## src/rtl/onehot_decoder_scan.sv

```systemverilog
// Registered N-to-2^N one-hot decoder with enable, polarity select and an auto-scan
// mode that walks every output, stepping once per SCAN_DIV enabled cycles.
module onehot_decoder_scan #(
  parameter int unsigned SEL_W      = 3,
  parameter int unsigned SCAN_DIV   = 4,
  parameter int unsigned ACTIVE_LOW = 0
) (
  input  logic                    clk,
  input  logic                    rst,
  input  logic                    en,
  input  logic                    mode,
  input  logic [SEL_W-1:0]        sel,
  input  logic                    ld,
  output logic [(1<<SEL_W)-1:0]   dout,
  output logic [SEL_W-1:0]        idx,
  output logic                    valid,
  output logic                    wrap
);
  localparam int unsigned OUT_W = 1 << SEL_W;
  localparam int unsigned DIV_W = (SCAN_DIV > 1) ? $clog2(SCAN_DIV) : 1;
  localparam logic [OUT_W-1:0] INACT    = (ACTIVE_LOW != 0) ? '1 : '0;
  localparam logic [DIV_W-1:0] DIV_LAST = DIV_W'(SCAN_DIV - 1);
  localparam logic [OUT_W-1:0] ONE      = OUT_W'(1);

  logic [OUT_W-1:0] dout_q, dout_d;
  logic [SEL_W-1:0] idx_q, idx_d;
  logic [DIV_W-1:0] div_q, div_d;
  logic             valid_q, valid_d;
  logic             wrap_q, wrap_d;
  logic             mode_q, mode_d;

  always_comb begin
    dout_d  = INACT;
    idx_d   = idx_q;
    div_d   = div_q;
    valid_d = 1'b0;
    wrap_d  = 1'b0;
    mode_d  = mode_q;
    // en low only blanks the outputs; idx, divider and mode_q hold so a scan resumes
    if (en) begin
      valid_d = 1'b1;
      mode_d  = mode;
      if (!mode) begin
        idx_d = sel;
        div_d = '0;
      end else if (!mode_q || ld) begin
        idx_d = sel;
        div_d = '0;
      end else if (div_q == DIV_LAST) begin
        div_d  = '0;
        idx_d  = idx_q + 1'b1;
        wrap_d = (idx_q == '1);
      end else begin
        div_d = div_q + 1'b1;
      end
      dout_d = (ONE << idx_d) ^ INACT;
    end
  end

  always_ff @(posedge clk) begin
    if (rst) begin
      dout_q  <= INACT;
      idx_q   <= '0;
      div_q   <= '0;
      valid_q <= 1'b0;
      wrap_q  <= 1'b0;
      mode_q  <= 1'b0;
    end else begin
      dout_q  <= dout_d;
      idx_q   <= idx_d;
      div_q   <= div_d;
      valid_q <= valid_d;
      wrap_q  <= wrap_d;
      mode_q  <= mode_d;
    end
  end

  assign dout  = dout_q;
  assign idx   = idx_q;
  assign valid = valid_q;
  assign wrap  = wrap_q;
endmodule
```

## config.mk

```make
export PLATFORM = sky130hd
export DESIGN_NAME = onehot_decoder_scan
export DESIGN_NICKNAME = d
export VERILOG_FILES = /design/src/rtl/onehot_decoder_scan.sv
export SDC_FILE = /design/constraint.sdc
export NUM_CORES = 1
export LEC_CHECK = 0
export CAP_MARGIN = 30
export CORE_UTILIZATION = 39
export DETAILED_ROUTE_END_ITERATION = 8
export GPL_TIMING_DRIVEN = 0
export PLACE_DENSITY = 0.77
export SKIP_CTS_REPAIR_TIMING = 1
export SYNTH_ARGS = -nofsm -noshare
export SYNTH_HDL_FRONTEND = slang
export SYNTH_SLANG_ARGS = --single-unit
```

## constraint.sdc

```tcl
create_clock -name clk -period 1.5 [get_ports clk]
set_input_delay 0.3 -clock clk [delete_from_list [all_inputs] [get_ports clk]]
set_output_delay 0.3 -clock clk [all_outputs]
set_load 0.05 [all_outputs]
```

==> flow_summary.toml, run 1 <==
[clocking]
root_buffer = "clkbuf_4"
cts_buffer_depth = 2
htree_levels = 1
numCtsBuffers = 3
clk-insertion-delay-late_ns = 0.30
clock_sinks = 16
clkTransAtPathRegs_ns = 0.09
cts_tree = "done"

[timing]
post-route-period-util_pct = 109
hold_viol_final = 0
setup_slack_ns = -0.131
maxSlewViolCount = 0
setup_viol = 4
worstMarginPinSlew_ns = 0.510
slew_headroom_pct = 66.0
rsz0062_at_grt = "yes"
fin_crit_ns = 1.63
fmax_mhz = 613
clock_skew_ns = 0.00504

[setup_path]
criticalPathCategory = "reg -> reg"
slowest_delay_ns = 0.38
r2r_end = "dout[2]$_SDFF_PP0_"
worstPathArrival_ns = 1.84
crit_path_max_fanout = 5
crit_path_end_kind = "flip-flop"
cpMaxStageDelayCell = "dfxtp_4"
worstReg2RegStart = "idx[0]$_SDFFE_PP0P_"
ff2ff_setup_slack_ns = -0.13
reg2reg_depth = 5
worstPathCellList = "ha_4 -> ha_4 -> mux2_4 -> mux2_4 -> nor4_1"
cp-start-kind = "flip-flop"
worst_ep_required_time_ns = 1.70

[yosys]
synth.distinct_cells = 24
synth_top_cell_area_share_pct = 46.6
async_reset_ff_share_pct = 0
netlist_instances = 63
synth_edf_count = 0
avgSynthCellArea_um2 = 10.9
synth_ff_type = "dfxtp_1"
synth_top_area_cell = "dfxtp_1"
synth.most_common_cell = "dfxtp_1"
yosys_warnings = 0
ys_seq_elements = 16
ys_seq_area_share_pct = 46.6
synth_area_leaders = "dfxtp_1, nor4_1, mux2_4, mux2i_1, ha_1"
syn_area_um2 = 687
netlist_top_cells_count = "dfxtp_1, nor4_1, inv_1, mux2i_1, nand2b_1"
synthesis.nets = 74

[placed_design]
hpwl_um = 1010
place.gp.congestion = 0.751
dp_slack_ns = -0.383
io_buffers = 19

[power_and_ir_drop]
p_seq_share_pct = 49.9
combPwrFrac_pct = 18.1
power.switching_mw = 0.243
p_per_area_nw_per_um2 = 822
p_int_mw = 0.657
cellLeakagePower_nw = 0.640
switching_share_pct = 27.0
clockPowerShare_pct = 32.1
peakVddDrop_uv = 625

[route]
routed_via_density = 5.65
drc = 2
vias = 605
postRouteAntennaNets = 0
drt-initial-drc-count = 5
first_pass_iters = 6
wl_per_cell_um = 14.2
routed_wl_um = 1520

[die]
start_util_pct = 43.6
io_pins = 21
die-height_um = 44.0
chipWidth_um = 44.0
row_count = 14
core_area_um2 = 1580
dieArea_um2 = 1930

[worst_hold_path]
whs_path_depth = 3
hold_path.class = "in -> reg"
hold_end = "mode_q$_SDFFE_PP0P_"
min_from = "mode"

[final_layout]
fin_util_pct = 69.4
diodes = 0
final_nets = 103
drive_above_1_share_pct = 31.9
area_delta_synth_final_pct = 59.4

[status]
violations = "design-rule violations, negative setup slack"
status = "finished, violations left"

[global_routing]
grt_pass1_wl_um = 2340
grt_usage_pct = 17.4
antenna_found_initial = 0
grt_pass1_vias = 550
overflow = 0
grt_max_degree = 11

[flow_run]
cap_violations = 0
metal layers:
metal | routed length (µm) | part of all wire (%) | GRT usage [%] | up-vias
li1 | - | - | - | 290
met4 | 25 | 1.6 | 9.09 | 0
met1 | 539 | 35 | 16.4 | 292
met5 | 0 | 0 | 0 | -
met3 | 92 | 6.1 | 6.25 | 4
met2 | 864 | 57 | 32.5 | 19
critical path: cells and delay by family, from the launching register on:
family,cells,cell delay (ns)
flops,1,0.38
fa+ha+maj,2,0.36
mux,2,0.56
simple gates,1,0.23
cells by family (layout without fill, tap and decap cells):
kind of cell	after synthesis	after routing	synth area share (%)
buffers and inverters	7	35	4.92
multiplexers	9	9	15.7
XOR/XNOR	1	1	1.28
AO/OA/AOI/OAI	8	8	8.01
flip-flops	16	16	46.6
adder cells (fa/ha/maj)	3	3	5.47
AND/OR/NAND/NOR	19	19	18.0
power by group through the flow:
stage	Combinational (mW)	Clock (mW)	Sequential [mW]
6_report	0.163	0.289	0.449
5_1_grt	0.174	0.303	0.451
4_1_cts	0.150	0.291	0.449
3_5_place_dp	0.149	0	0.459
3_3_place_gp	0.144	0	0.458
2_1_floorplan	0.0575	0	0.495
worst max-delay path by stage:
stage | slack, ns | from | cells after the start | to
after CTS | -0.33 | idx[2]$_SDFFE_PP0P_ | 1 | idx[2]
final | -0.13 | idx[0]$_SDFFE_PP0P_ | 5 | dout[2]$_SDFF_PP0_
after detailed placement | -0.38 | mode | 5 | dout[0]$_SDFF_PP0_
after floorplan | -0.09 | idx[0]$_SDFFE_PP0P_ | 5 | dout[2]$_SDFF_PP0_
after global routing | -0.14 | idx[0]$_SDFFE_PP0P_ | 5 | dout[0]$_SDFF_PP0_
after global placement | -0.37 | mode | 5 | dout[1]$_SDFF_PP0_
state kept, by name, summed over array words and instances, names as in the netlist:
name,flops
idx,3
div_q,2
wrap,1
valid,1
mode_q,1
dout,8
metrics by stage:
stage / instances / hold slack, ns / total power, mW / instance area (µm²) / setup TNS (ns)
floorplan: 63 / 0.369 / 0.553 / 721 / -0.384
global placement: 98 / 0.462 / 0.602 / 931 / -3.03
detailed placement: 98 / 0.470 / 0.607 / 931 / -3.38
CTS: 102 / 0.393 / 0.889 / 967 / -4.47
global route: 107 / 0.382 / 0.927 / 1090 / -0.422
finish: 107 / 0.340 / 0.900 / 1090 / -0.247
layout by cell type (no fill, tap or decap), types with 3 or more instances in the layout:
cell,instances
buf_4,5
clkbuf_4,3
clkdlybuf4s50_1,4
dfxtp_1,11
dfxtp_2,3
dlymetal6s2s_1,15
ha_4,3
inv_1,4
mux2_4,4
nand2b_1,4
nor4_1,6
layout make-up:
cell class / instances / area, µm²
plain buffers: 3 / 20.0
multi-input cells: 40 / 407
repair buffers: 24 / 265
inverters: 4 / 15.0
fillers: 119 / 482
flip-flops and latches: 16 / 332
clock buffers: 4 / 36.3
well taps: 16 / 20.0
Power figures use the tool's default switching activity.
==> run 2: changes to the inputs <==
--- a/config.mk
+++ b/config.mk
@@ -6,7 +6,9 @@
 export NUM_CORES = 1
 export LEC_CHECK = 0
 export CAP_MARGIN = 30
-export CORE_UTILIZATION = 39
+export CELL_PAD_IN_SITES_DETAIL_PLACEMENT = 1
+export CELL_PAD_IN_SITES_GLOBAL_PLACEMENT = 2
+export CORE_UTILIZATION = 24
 export DETAILED_ROUTE_END_ITERATION = 8
 export GPL_TIMING_DRIVEN = 0
 export PLACE_DENSITY = 0.77
==> constraint.sdc (replaced) <==
create_clock -name clk -period 1.36 [get_ports clk]
set_input_delay 0.272 -clock clk [delete_from_list [all_inputs] [get_ports clk]]
set_output_delay 0.272 -clock clk [all_outputs]
set_load 0.05 [all_outputs]
==> flow_summary.toml, run 2 (same netlist as run 1, synthesis figures left out) <==
[status]
status = "finished, violations left"
violations = "negative setup slack"

[worst_hold_path]
hold_path.class = "in -> reg"
hold_end = "mode_q$_SDFFE_PP0P_"
whs_path_depth = 3
min_from = "mode"

[timing]
whs_ns = 0.322
setup_viol = 10
fmax_mhz = 614
clock_skew_ns = 0.00670
maxSlewViolCount = 0
hold_viol_final = 0
setup_tns_ns = -1.55
slew_headroom_pct = 66.4
rsz0062_at_grt = "yes"
post-route-period-util_pct = 120
fin_crit_ns = 1.63
setup_slack_ns = -0.268
worstMarginPinSlew_ns = 0.503

[placed_design]
dp.cells = 113
place_area_um2 = 950
io_buffers = 19
hpwl_um = 1140
place.gp.congestion = 0.685
dp_slack_ns = -0.487

[route]
routed_via_density = 4.82
first_pass_iters = 2
postRouteAntennaNets = 0
drc = 0
top_layer_used = "met3"
dr_wl_met3_um = 106
wl_met1_um = 670
vias = 593
wl_per_cell_um = 14.2
wl_met2_um = 967
drt-initial-drc-count = 2
routed_wl_um = 1740

[final_layout]
fin_util_pct = 42.3
layout_common_cells = "dlymetal6s2s_1, dfxtp_1, nor4_2, buf_4"
layout.cells.non_filler = 123
area_delta_synth_final_pct = 68.5
diodes = 0
drive_above_1_share_pct = 44.6
final_common_cell = "dlymetal6s2s_1"
multiInputGateArea_um2 = 460
regArea_um2 = 334
fillers = 303
final_nets = 104
largest_register_ffs = 8
stdcell_area_um2 = 1160

[die]
io_pins = 21
start_util_pct = 25.1
die-height_um = 55.5
dieArea_um2 = 3080
row_count = 19
chipWidth_um = 55.5
core_area_um2 = 2730

[setup_path]
worstPathArrival_ns = 1.83
cp-start-kind = "flip-flop"
r2r_end = "dout[2]$_SDFF_PP0_"
crit_path_max_fanout = 5
crit_start = "idx[0]$_SDFFE_PP0P_"
worst_ep_required_time_ns = 1.56
worstReg2RegStart = "idx[0]$_SDFFE_PP0P_"
reg2reg_depth = 5
ff2ff_setup_slack_ns = -0.27
criticalPathCategory = "reg -> reg"
crit_path_end_kind = "flip-flop"

[global_routing]
grt_pass1_wl_um = 2500
antenna_found_initial = 0
grt_max_degree = 11
overflow = 0
grt_pass1_vias = 584
grt_usage_pct = 10.5

[flow_run]
cap_violations = 0

[clocking]
htree_levels = 1
clk-insertion-delay-late_ns = 0.29
cts_buffer_depth = 2
root_buffer = "clkbuf_4"
clock_sinks = 16
numCtsBuffers = 3
cts_tree = "done"
clkTransAtPathRegs_ns = 0.10

[power_and_ir_drop]
power.total_mw = 1.00
p_per_area_nw_per_um2 = 865
cellLeakagePower_nw = 0.618
peakVddDrop_uv = 540
-- run 2: cell count changes in the layout (fill, tap and decap cells not counted), sizes merged --
cell	change
buf	+1
clkbuf	+3
clkdlybuf4s50	-1
dlymetal6s2s	-2
-- run 2: critical path, cell delays in order (launching register included) --
cell and delay (ns):
dfxtp_4 0.38, ha_4 0.16, ha_4 0.20, mux2_4 0.27, mux2_4 0.30, nor4_2 0.22
-- run 2: layout make-up --
class,count,area share (%)
plain buffers,3,1.73
flip-flops and latches,16,28.9
well taps,31,3.35
repair buffers,25,21.8
inverters,4,1.30
multi-input cells,40,39.8
clock buffers,4,3.14
-- run 2: how the worst max path moves through the flow --
stage | endpoint | slack, ns | depth (start not counted)
5_1_grt | dout[2]$_SDFF_PP0_ | -0.30 | 5
6_report | dout[2]$_SDFF_PP0_ | -0.27 | 5
3_3_place_gp | dout[1]$_SDFF_PP0_ | -0.49 | 5
4_1_cts | idx[2] | -0.43 | 1
3_5_place_dp | dout[1]$_SDFF_PP0_ | -0.49 | 5
2_1_floorplan | dout[2]$_SDFF_PP0_ | -0.23 | 5
-- run 2: where the power goes --
group / leakage [nW] / total, mW / internal [mW] / switching (mW)
clock network: 0.0210 / 0.318 / 0.163 / 0.154
logic: 0.463 / 0.191 / 0.0779 / 0.113
registers: 0.133 / 0.492 / 0.480 / 0.0125
total: 0.618 / 1.00 / 0.721 / 0.280
-- run 2: routing by layer --
metal | up-vias | track usage (%)
met5 | - | 0
met4 | 0 | 3.21
met3 | 0 | 4.92
met2 | 21 | 20.0
met1 | 281 | 9.84
li1 | 291 | -
==> run 3: changes to the inputs <==
--- a/config.mk
+++ b/config.mk
@@ -8,10 +8,11 @@
 export CAP_MARGIN = 30
 export CELL_PAD_IN_SITES_DETAIL_PLACEMENT = 1
 export CELL_PAD_IN_SITES_GLOBAL_PLACEMENT = 2
+export CORE_MARGIN = 3
 export CORE_UTILIZATION = 24
 export DETAILED_ROUTE_END_ITERATION = 8
 export GPL_TIMING_DRIVEN = 0
-export PLACE_DENSITY = 0.77
+export PLACE_DENSITY = 0.81
 export SKIP_CTS_REPAIR_TIMING = 1
 export SYNTH_ARGS = -nofsm -noshare
 export SYNTH_HDL_FRONTEND = slang
==> flow_summary.toml, run 3 (same netlist as run 1, synthesis figures left out) <==
[status]
status = "finished, violations left"
violations = "negative setup slack"

[final_layout]
largest_register_ffs = 8
final_nets = 107
layout_common_cells = "dfxtp_1, dlymetal6s2s_1, buf_4, clkbuf_2"
final_common_cell = "dfxtp_1"
drive_above_1_share_pct = 48.4
layout.cells.non_filler = 125
stdcell_area_um2 = 1170
diodes = 0
area_delta_synth_final_pct = 70.9

[setup_path]
worst_ep_required_time_ns = 1.55
slowest_delay_ns = 0.37
crit_start = "idx[0]$_SDFFE_PP0P_"
ff2ff_setup_slack_ns = -0.30
cp-start-kind = "flip-flop"
worstPathCellList = "ha_4 -> ha_4 -> mux2_4 -> mux2_4 -> nor4_1"
crit_path_max_fanout = 4
criticalPathCategory = "reg -> reg"
crit_path_end_kind = "flip-flop"
r2r_end = "dout[0]$_SDFF_PP0_"
worstReg2RegStart = "idx[0]$_SDFFE_PP0P_"
reg2reg_depth = 5
worstPathArrival_ns = 1.85
cpMaxStageDelayCell = "dfxtp_4"

[worst_hold_path]
min_from = "mode"
whs_path_depth = 3
hold_end = "mode_q$_SDFFE_PP0P_"
hold_path.class = "in -> reg"

[timing]
clock_skew_ns = 0.00411
maxSlewViolCount = 0
worstMarginPinSlew_ns = 0.509
fin_crit_ns = 1.66
fmax_mhz = 603
post-route-period-util_pct = 122
hold_viol_final = 0
setup_slack_ns = -0.297
rsz0062_at_grt = "yes"
slew_headroom_pct = 66.0
setup_viol = 9
whs_ns = 0.309

[clocking]
clkTransAtPathRegs_ns = 0.10
numCtsBuffers = 3
cts_buffer_depth = 2
clk-insertion-delay-late_ns = 0.30
htree_levels = 1
root_buffer = "clkbuf_4"
clock_sinks = 16
cts_tree = "done"

[route]
routed_via_density = 5.00
wl_per_cell_um = 15.6
wl_met1_um = 708
drt-initial-drc-count = 12
top_layer_used = "met4"
postRouteAntennaNets = 0
dr_wl_met3_um = 154
routed_wl_um = 1950
first_pass_iters = 3
vias = 625
wl_met2_um = 1040
drc = 0

[die]
row_count = 18
io_pins = 21
dieArea_um2 = 3540
die-height_um = 59.5
start_util_pct = 26.5
core_area_um2 = 2590
chipWidth_um = 59.5

[placed_design]
io_buffers = 19
hpwl_um = 1170
place_area_um2 = 948
dp.cells = 112
place.gp.congestion = 0.695
dp_slack_ns = -0.530

[power_and_ir_drop]
cellLeakagePower_nw = 0.557
peakVddDrop_uv = 471
p_per_area_nw_per_um2 = 880

[global_routing]
antenna_found_initial = 0
grt_pass1_vias = 551
grt_max_degree = 11
overflow = 0
grt_usage_pct = 10.2
grt_pass1_wl_um = 2560

[flow_run]
cap_violations = 0
[run 3: worst max path at each step]
stage | slack [ns] | endpoint | cells after the start
2_1_floorplan | -0.23 | dout[2]$_SDFF_PP0_ | 5
5_1_grt | -0.32 | dout[0]$_SDFF_PP0_ | 5
6_report | -0.30 | dout[0]$_SDFF_PP0_ | 5
4_1_cts | -0.43 | idx[2] | 1
3_3_place_gp | -0.50 | dout[0]$_SDFF_PP0_ | 5
3_5_place_dp | -0.53 | dout[0]$_SDFF_PP0_ | 5
[run 3: cell type report]
type	instances	area, µm²
well taps	30	37.5
clock buffers	4	36.3
inverters	4	15.0
flip-flops and latches	16	332
multi-input cells	40	484
fillers	285	1420
repair buffers	28	249
plain buffers	3	20.0
[run 3: metal layers]
layer,up-vias,global-route usage [%]
li1,299,-
met1,301,12.1
met2,20,15.3
met3,5,3.92
met4,0,6.65
met5,-,0
[run 3: critical path: cells and delay by family (launching register included)]
kind                       cells  cell delay, ns
adders and majority gates      2            0.36
DFF                            1            0.37
muxes                          2            0.59
and+or+nand+nor                1            0.24
[run 3: stage by stage]
step                      utilization [%]  total power, mW  TNS [ns]
after floorplan                         -            0.609     -1.64
after global placement               36.6            0.667     -4.88
after detailed placement             36.6            0.670     -5.44
after CTS                            38.0            0.995     -7.31
after global routing                 45.3             1.09     -1.87
final                                45.3             1.03     -1.47
[run 3: power by group]
part           internal [mW]  switching (mW)
Clock                  0.163           0.163
Combinational         0.0909           0.123
Sequential             0.482          0.0114
